<file path="src/rtl/button_select_n.sv">
// Debounced N-button selector: synchronizes and debounces each button, then a small FSM
// accepts a single press as a held one-hot/binary selection and flags simultaneous presses.
module button_select_n #(
    parameter int unsigned N_BTN      = 4,
    parameter int unsigned DEB_CYCLES = 4
) (
    input  logic                                            clk,
    input  logic                                            reset,
    input  logic [N_BTN-1:0]                                btn_in,
    input  logic                                            sel_clr,
    output logic [N_BTN-1:0]                                sel_code,
    output logic [(($clog2(N_BTN) < 1) ? 1 : $clog2(N_BTN))-1:0] sel_idx,
    output logic                                            sel_valid,
    output logic                                            op_active,
    output logic                                            multi_err
);

    localparam int unsigned IDX_W = ($clog2(N_BTN) < 1) ? 1 : $clog2(N_BTN);
    localparam int unsigned CNT_W = ($clog2(DEB_CYCLES) < 1) ? 1 : $clog2(DEB_CYCLES);
    localparam logic [CNT_W-1:0] CNT_LAST = CNT_W'(DEB_CYCLES - 1);

    typedef enum logic [1:0] {
        StIdle,
        StActive,
        StConflict
    } state_e;

    logic [N_BTN-1:0] sync1_q, sync2_q, deb_q;
    logic [CNT_W-1:0] cnt_q [N_BTN];

    state_e           state_q, state_d;
    logic [N_BTN-1:0] code_q, code_d;
    logic [IDX_W-1:0] idx_q, idx_d;
    logic             valid_q, valid_d;
    logic [N_BTN-1:0] held_q, held_d;

    logic             none_pressed, one_pressed, multi_pressed;
    logic [N_BTN-1:0] press_code;
    logic [IDX_W-1:0] press_idx;
    logic             accept;

    // Counter tracks consecutive cycles the synchronized level disagrees with the debounced one.
    always_ff @(posedge clk or negedge reset) begin
        if (!reset) begin
            sync1_q <= '0;
            sync2_q <= '0;
            deb_q   <= '0;
            for (int i = 0; i < int'(N_BTN); i++) begin
                cnt_q[i] <= '0;
            end
        end else begin
            sync1_q <= btn_in;
            sync2_q <= sync1_q;
            for (int i = 0; i < int'(N_BTN); i++) begin
                if (sync2_q[i] == deb_q[i]) begin
                    cnt_q[i] <= '0;
                end else if (cnt_q[i] == CNT_LAST) begin
                    cnt_q[i] <= '0;
                    deb_q[i] <= sync2_q[i];
                end else begin
                    cnt_q[i] <= cnt_q[i] + 1'b1;
                end
            end
        end
    end

    always_comb begin
        none_pressed  = (deb_q == '0);
        one_pressed   = !none_pressed && ((deb_q & (deb_q - N_BTN'(1))) == '0);
        multi_pressed = !none_pressed && !one_pressed;
        press_idx     = '0;
        press_code    = '0;
        for (int i = 0; i < int'(N_BTN); i++) begin
            press_code[int'(N_BTN) - 1 - i] = deb_q[i];
            if (deb_q[i]) begin
                press_idx = IDX_W'(i);
            end
        end
    end

    always_comb begin
        state_d = state_q;
        code_d  = sel_clr ? '0 : code_q;
        idx_d   = sel_clr ? '0 : idx_q;
        held_d  = held_q;
        valid_d = 1'b0;
        accept  = 1'b0;
        unique case (state_q)
            StIdle: begin
                if (multi_pressed) begin
                    state_d = StConflict;
                end else if (one_pressed) begin
                    state_d = StActive;
                    accept  = 1'b1;
                end
            end
            StActive: begin
                if (multi_pressed) begin
                    state_d = StConflict;
                end else if (none_pressed) begin
                    state_d = StIdle;
                end else if (deb_q != held_q) begin
                    accept = 1'b1;
                end
            end
            StConflict: begin
                // Lockout: only a full release re-arms selection.
                if (none_pressed) begin
                    state_d = StIdle;
                end
            end
            default: state_d = StIdle;
        endcase
        if (accept) begin
            code_d  = press_code;
            idx_d   = press_idx;
            held_d  = deb_q;
            valid_d = 1'b1;
        end
    end

    always_ff @(posedge clk or negedge reset) begin
        if (!reset) begin
            state_q <= StIdle;
            code_q  <= '0;
            idx_q   <= '0;
            held_q  <= '0;
            valid_q <= 1'b0;
        end else begin
            state_q <= state_d;
            code_q  <= code_d;
            idx_q   <= idx_d;
            held_q  <= held_d;
            valid_q <= valid_d;
        end
    end

    assign sel_code  = code_q;
    assign sel_idx   = idx_q;
    assign sel_valid = valid_q;
    assign op_active = (state_q == StActive);
    assign multi_err = (state_q == StConflict);

endmodule

</file>
<file path="config.mk">
export PLATFORM = sky130hd
export DESIGN_NAME = button_select_n
export DESIGN_NICKNAME = d
export VERILOG_FILES = /design/src/rtl/button_select_n.sv
export SDC_FILE = /design/constraint.sdc
export NUM_CORES = 1
export LEC_CHECK = 0
export BUFFER_PORTS_ARGS = -buffer_cell sky130_fd_sc_hd__buf_4
export CORE_MARGIN = 3
export CORE_UTILIZATION = 60
export CTS_CLUSTER_SIZE = 14
export DETAILED_ROUTE_END_ITERATION = 12
export PLACE_DENSITY = 0.88
export SLEW_MARGIN = 10
export SYNTH_ARGS = -nofsm -noshare
export SYNTH_HDL_FRONTEND = slang
export SYNTH_SLANG_ARGS = --single-unit
export TNS_END_PERCENT = 100
</file>
<file path="constraint.sdc">
create_clock -name clk -period 2.9 [get_ports clk]
set_input_delay 0 -clock clk [delete_from_list [all_inputs] [get_ports clk]]
set_output_delay 0 -clock clk [all_outputs]
set_load 0.01 [all_outputs]
</file>
==> results of run 1 <==
## cell families (layout without fill, tap and decap cells)
group,Yosys count,in the layout,synth area share
buf+inv,5,28,0.0273
compound gates,6,6,0.0364
flops,33,33,0.601
xor+xnor,9,9,0.0574
simple gates,25,25,0.117
fa+ha+maj,4,4,0.0364
mux,14,14,0.124
## timing repair
action | 4_1_cts | 5_1_grt
endpoints found under the hold margin | 37 | 0
setup endpoints to repair | 0 | 0
hold buffers | 5 | 0
## synth_stat cells (2+ instances only)
master / count / area share
dfrtp_1: 33 / 0.60
mux2_1: 4 / 0.033
nor4b_2: 2 / 0.022
buf_6: 2 / 0.016
xor2_1: 4 / 0.025
a21oi_1: 2 / 0.0073
nor2_1: 4 / 0.011
ha_1: 4 / 0.036
mux2_2: 4 / 0.033
nand2b_1: 2 / 0.0091
mux2i_1: 2 / 0.015
mux2_4: 4 / 0.044
nor3_1: 4 / 0.015
buf_2: 3 / 0.011
xnor2_1: 5 / 0.032
nor2b_1: 10 / 0.046
## through the flow
| stage | instances | setup slack [ns] |
|---|---|---|
| floorplan | 96 | 1.16 |
| global placement | 133 | 0.939 |
| detailed placement | 133 | 0.886 |
| CTS | 146 | 0.862 |
| global route | 146 | 0.740 |
| finish | 146 | 0.869 |
## tightest hold or removal path: stages
cell	delay (ns)
buf_4	0.11
nand2b_1	0.11
mux2i_1	0.06
## registers in the layout (all words and copies together), names as in the netlist
register,flops
sel_code,4
cnt_q,8
sync2_q,4
state_q,2
sel_idx,2
sel_valid,1
held_q,4
sync1_q,4
deb_q,4
## power groups by stage
stage	Combinational [uW]	Sequential [uW]	Clock (uW)
6_report	595	806	276
5_1_grt	670	834	307
4_1_cts	605	807	286
3_5_place_dp	596	818	0
3_3_place_gp	580	801	0
2_1_floorplan	513	743	0
## metal layers
layer | track usage | wire length (um)
met1 | 0.185 | 839
met2 | 0.268 | 874
met3 | 0.0499 | 105
met4 | 0.0383 | 13
met5 | 0 | 0
## path summary, 6_finish.rpt
path / startpoint / cells past startpoint / end / slack (ns)
min reg2reg: sync1_q[1] / 0 / sync2_q[1] / 0.36
min: sel_clr / 3 / sel_idx[1] / 0.01
max: deb_q[3] / 5 / sel_code[1] / 0.87
min in group asynchronous: reset / 2 / sel_idx[1] / 0.16
max reg2reg: deb_q[3] / 5 / sel_code[1] / 0.87
max in group asynchronous: reset / 2 / sync1_q[2] / 2.46
## cell type report
type,instances,area (um^2)
Clock inverter,1,5.00
Multi-Input combinational cell,58,510
Clock buffer,7,65.1
Tap cell,27,33.8
Fill cell,133,459
Sequential cell,33,826
Timing Repair Buffer,20,163
==> reports/qor.txt, run 1 <==
Status = finished, final reports clean
Sequential-to-total area share from yosys stat = 0.601
Least-Margin Pin Slew = 0.438 ns
Psw = 556 uW
Tcrit/Tclk final = 0.700
Total wire length = 1.83 mm
Skew final = 0.00376 ns
Fmax = 492 MHz
CP Launch Type = flip-flop
Number of flops mapped to enable cells by yosys = 0
Net count, final = 129
Number of setup violations in the final report = 0
Post-route ant nets = 0
Max cap viols = 0
CTS Buf Count = 5
Slew Limit Fails = 0
Crit path time final = 2.03 ns
Number of unique standard cell types used by synthesis = 23
Mean post-synth cell area = 14.3 um^2
Chip height = 53.9 um
Vias in the first global route = 739
Initial Utilization = 0.666
Mapped Cells = 96
Slew margin rel. = 0.708
GRT Total Usage = 0.155
Register share of total power = 0.481
Largest net degree at the start of global routing = 34
Post-CTS sizing = 0
Root Buffer = clkbuf_4
TritonCTS clock tree = done
CP endpoint kind = flip-flop
Via density = 5.20
Core Area = 2060 um^2
Design area = 1600 um^2
Setup bufs post-CTS = 0
CTS clk-pin slew, worst paths = 0.09 ns
DP Wirelength = 1.28 mm
Final Hold Vio Count = 0
Number of iterations in the first detailed-routing pass = 4
#FFs+latches synth = 33
Clock Latency Late Sink = 0.30 ns
Clock Power Share = 0.164
Worst VDD drop = 0.000682 V
Sw Ratio = 0.331
Syn nets = 107
Post-synthesis async set-or-reset flop share = 1.00
Grt total ovfl = 0
HP Class = in -> reg
First-pass GRT wire length = 3.15 mm
Worst Path Arrival = 2.23 ns
Synth Flop Type = dfrtp_1
Port buffer count = 15
Slowest-stage cell, CP = dfrtp_1
Crit Path Class = reg -> reg
Drt drc = 0
H-Tree Depth = 2
Maximum fanout along the worst path = 12
Worst path required time = 3.10 ns
Most frequent cells in the layout = dfrtp_1, buf_4, nor2b_1
Logic pwr share = 0.355
RSZ-0062 raised after global routing = no
Most common cell after layout, fill and taps aside = dfrtp_1
Final hold slack = 0.0110 ns
Area delta synth->final = 16.7%
Die Area = 2900 um^2
P_leak = 0.000742 uW
Clock sinks = 33
CTS max path bufs = 2
Placed instance area = 1480 um^2
Mapped Area = 1370 um^2
WP buf/inv = 0
Initial antenna violation count = 0
Sum of negative setup slack = 0 ns
Yosys warns = 0
Drt initial violations = 3
Width of the die = 53.9 um
Num ports = 16
Util after Layout = 0.777
N_diodes = 0
GPL Wtd Cong = 0.832
Power density cells = 1050 nW/um^2
Int Pwr = 1120 uW
Top Family by Delay on Critical Path = flip-flops
Avg WL per Cell = 12.6 um
Power Total = 1680 uW
Layout cells sized above 1 = 0.294
Floorplan row count = 16
Max incr delay on CP = 0.54 ns
DR vias = 759
Critical path, cell by cell = nor4b_2, a211oi_2, nor2_4, o41a_1, mux2_4
Power figures use the tool's default switching activity.
==> run 2, diff against run 1 <==
Settings changed: CORE_UTILIZATION 60 to 50, PLACE_DENSITY 0.88 to 0.79.
Clock period 2.9 ns to 1.7 ns, I/O delays scaled along.
==> run 2 against run 1 <==
  * Maximum frequency is 20% higher
  * Via count is 8.3% higher
  * Critical endpoint unchanged
  * Global-route usage is 0.50 points lower
  * Clock power is 47% higher
  * Power is 85% higher
  * Critical path type unchanged
==> reports/qor.txt, run 2 (same netlist as run 1, synthesis figures left out) <==
WL met2 = 1.05 mm
Clock Latency Late Sink = 0.33 ns
N_diodes = 0
Worst VDD drop = 0.00122 V
Final Hold Vio Count = 0
GRT Total Usage = 0.150
P_leak = 0.000810 uW
Chip height = 58.4 um
Die Area = 3410 um^2
CTS clk-pin slew, worst paths = 0.09 ns
DR vias = 822
Uppermost routed layer = met4
TritonCTS clock tree = done
Sum of negative setup slack = 0 ns
Clock sinks = 33
Fin cells = 163
Net count, final = 143
Width of the die = 58.4 um
Met3 WL = 118 um
First-pass GRT wire length = 3.73 mm
Fmax = 593 MHz
CP Launch Type = flip-flop
Most common cell after layout, fill and taps aside = dfrtp_1
Register share of total power = 0.434
Floorplan row count = 18
Power Total = 3100 uW
Num ports = 16
Crit Path Class = reg -> reg
Number of flip-flops under the largest register name = 8
Grt total ovfl = 0
CTS max path bufs = 2
Power density cells = 1800 nW/um^2
Psw = 1040 uW
Layout cells sized above 1 = 0.376
Max cap viols = 0
Slew margin rel. = 0.732
Placed insts = 146
Worst path required time = 1.92 ns
GPL Wtd Cong = 0.788
Vias in the first global route = 873
H-Tree Depth = 2
Logic pwr share = 0.435
RSZ-0062 raised after global routing = yes
Total wire length = 2.09 mm
Largest net degree at the start of global routing = 34
Most flops, register = cnt_q
Crit path time final = 1.69 ns
CP endpoint kind = flip-flop
Port buffer count = 15
Drt initial violations = 13
Drt drc = 0
Setup WS pre-CTS = -0.168 ns
Post-route ant nets = 0
Core Area = 2540 um^2
DP Wirelength = 1.48 mm
CTS Buf Count = 5
Least-Margin Pin Slew = 0.402 ns
Tcrit/Tclk final = 0.993
Skew final = 0.00409 ns
HP Class = in -> async
Met1 Routed Length = 878 um
Via density = 5.04
Sw Ratio = 0.336
Initial Utilization = 0.540
Maximum fanout along the worst path = 7
Area delta synth->final = 25.5%
Number of iterations in the first detailed-routing pass = 4
Clock Power Share = 0.131
Root Buffer = clkbuf_4
Status = finished, final reports clean
Slew Limit Fails = 0
Number of setup violations in the final report = 0
Setup WS post-layout = 0.0127 ns
Int Pwr = 2060 uW
Worst Path Arrival = 1.90 ns
Initial antenna violation count = 0
Most frequent cells in the layout = dfrtp_1, buf_4, nor2b_1
Avg WL per Cell = 12.8 um
==> run 2: changes by cell type in the layout (fill, tap and decap cells not counted) <==
cell           previous run  this run
buf_4                    15        26
dfrtp_1                  33        30
dfrtp_2                   0         3
buf_6                     0         2
clkbuf_8                  2         0
nor4b_2                   2         0
nor4b_4                   0         2
clkbuf_1                  0         1
clkinv_2                  1         2
dlygate4sd3_1             5         6
==> run 2: stage by stage <==
step / hold WS, ns / instance area (um^2) / utilization
2_1_floorplan: -0.296 / 1390 / -
3_3_place_gp: -0.0491 / 1570 / 0.617
3_5_place_dp: -0.0410 / 1570 / 0.617
4_1_cts: 0.135 / 1720 / 0.674
5_1_grt: 0.166 / 1720 / 0.677
6_report: 0.148 / 1720 / 0.677
==> run 2: worst max-delay path: stages, from the launching register on <==
cell	delay (ns)
dfrtp_1	0.45
buf_6	0.15
xor2_1	0.15
o41a_1	0.38
buf_6	0.15
mux2_4	0.29
==> run 2: power by group through the flow <==
stage	registers, uW	logic [uW]	clock network, uW
2_1_floorplan	1270	906	0
3_3_place_gp	1310	1250	0
3_5_place_dp	1340	1280	0
4_1_cts	1350	1360	429
5_1_grt	1390	1500	463
6_report	1340	1350	407
==> run 2: layer usage <==
| metal | vias to the layer above | global-route usage |
|---|---|---|
| li1 | 397 | - |
| met1 | 397 | 0.173 |
| met2 | 23 | 0.249 |
| met3 | 5 | 0.0461 |
| met4 | 0 | 0.0795 |
| met5 | - | 0 |
==> run 2: what timing repair did <==
item                                    in CTS  in global routing
pin swaps                                    0                  2
endpoints found under the setup margin       6                  5
resized for setup                            5                  1
endpoints found under the hold margin       39                  0
setup buffers                                2                  1
hold buffers                                 6                  0
==> run 2: path summary, 6_finish.rpt <==
kind / end / cells after the start / slack (ns) / startpoint
min reg2reg: sync2_q[1] / 0 / 0.36 / sync1_q[1]
max reg2reg: sel_code[1] / 5 / 0.01 / deb_q[1]
min in group clk: sync1_q[0] / 2 / 0.32 / btn_in[0]
max: sel_code[1] / 5 / 0.01 / deb_q[1]
max in group asynchronous: deb_q[2] / 2 / 1.24 / reset
min: sel_valid / 2 / 0.15 / reset
==> run 2: layout make-up <==
type	instances	area [um^2]
Clock inverter	2	10.0
Tap cell	30	37.5
Fill cell	186	821
Multi-Input combinational cell	58	528
Sequential cell	33	830
Timing Repair Buffer	34	278
Clock buffer	6	41.3
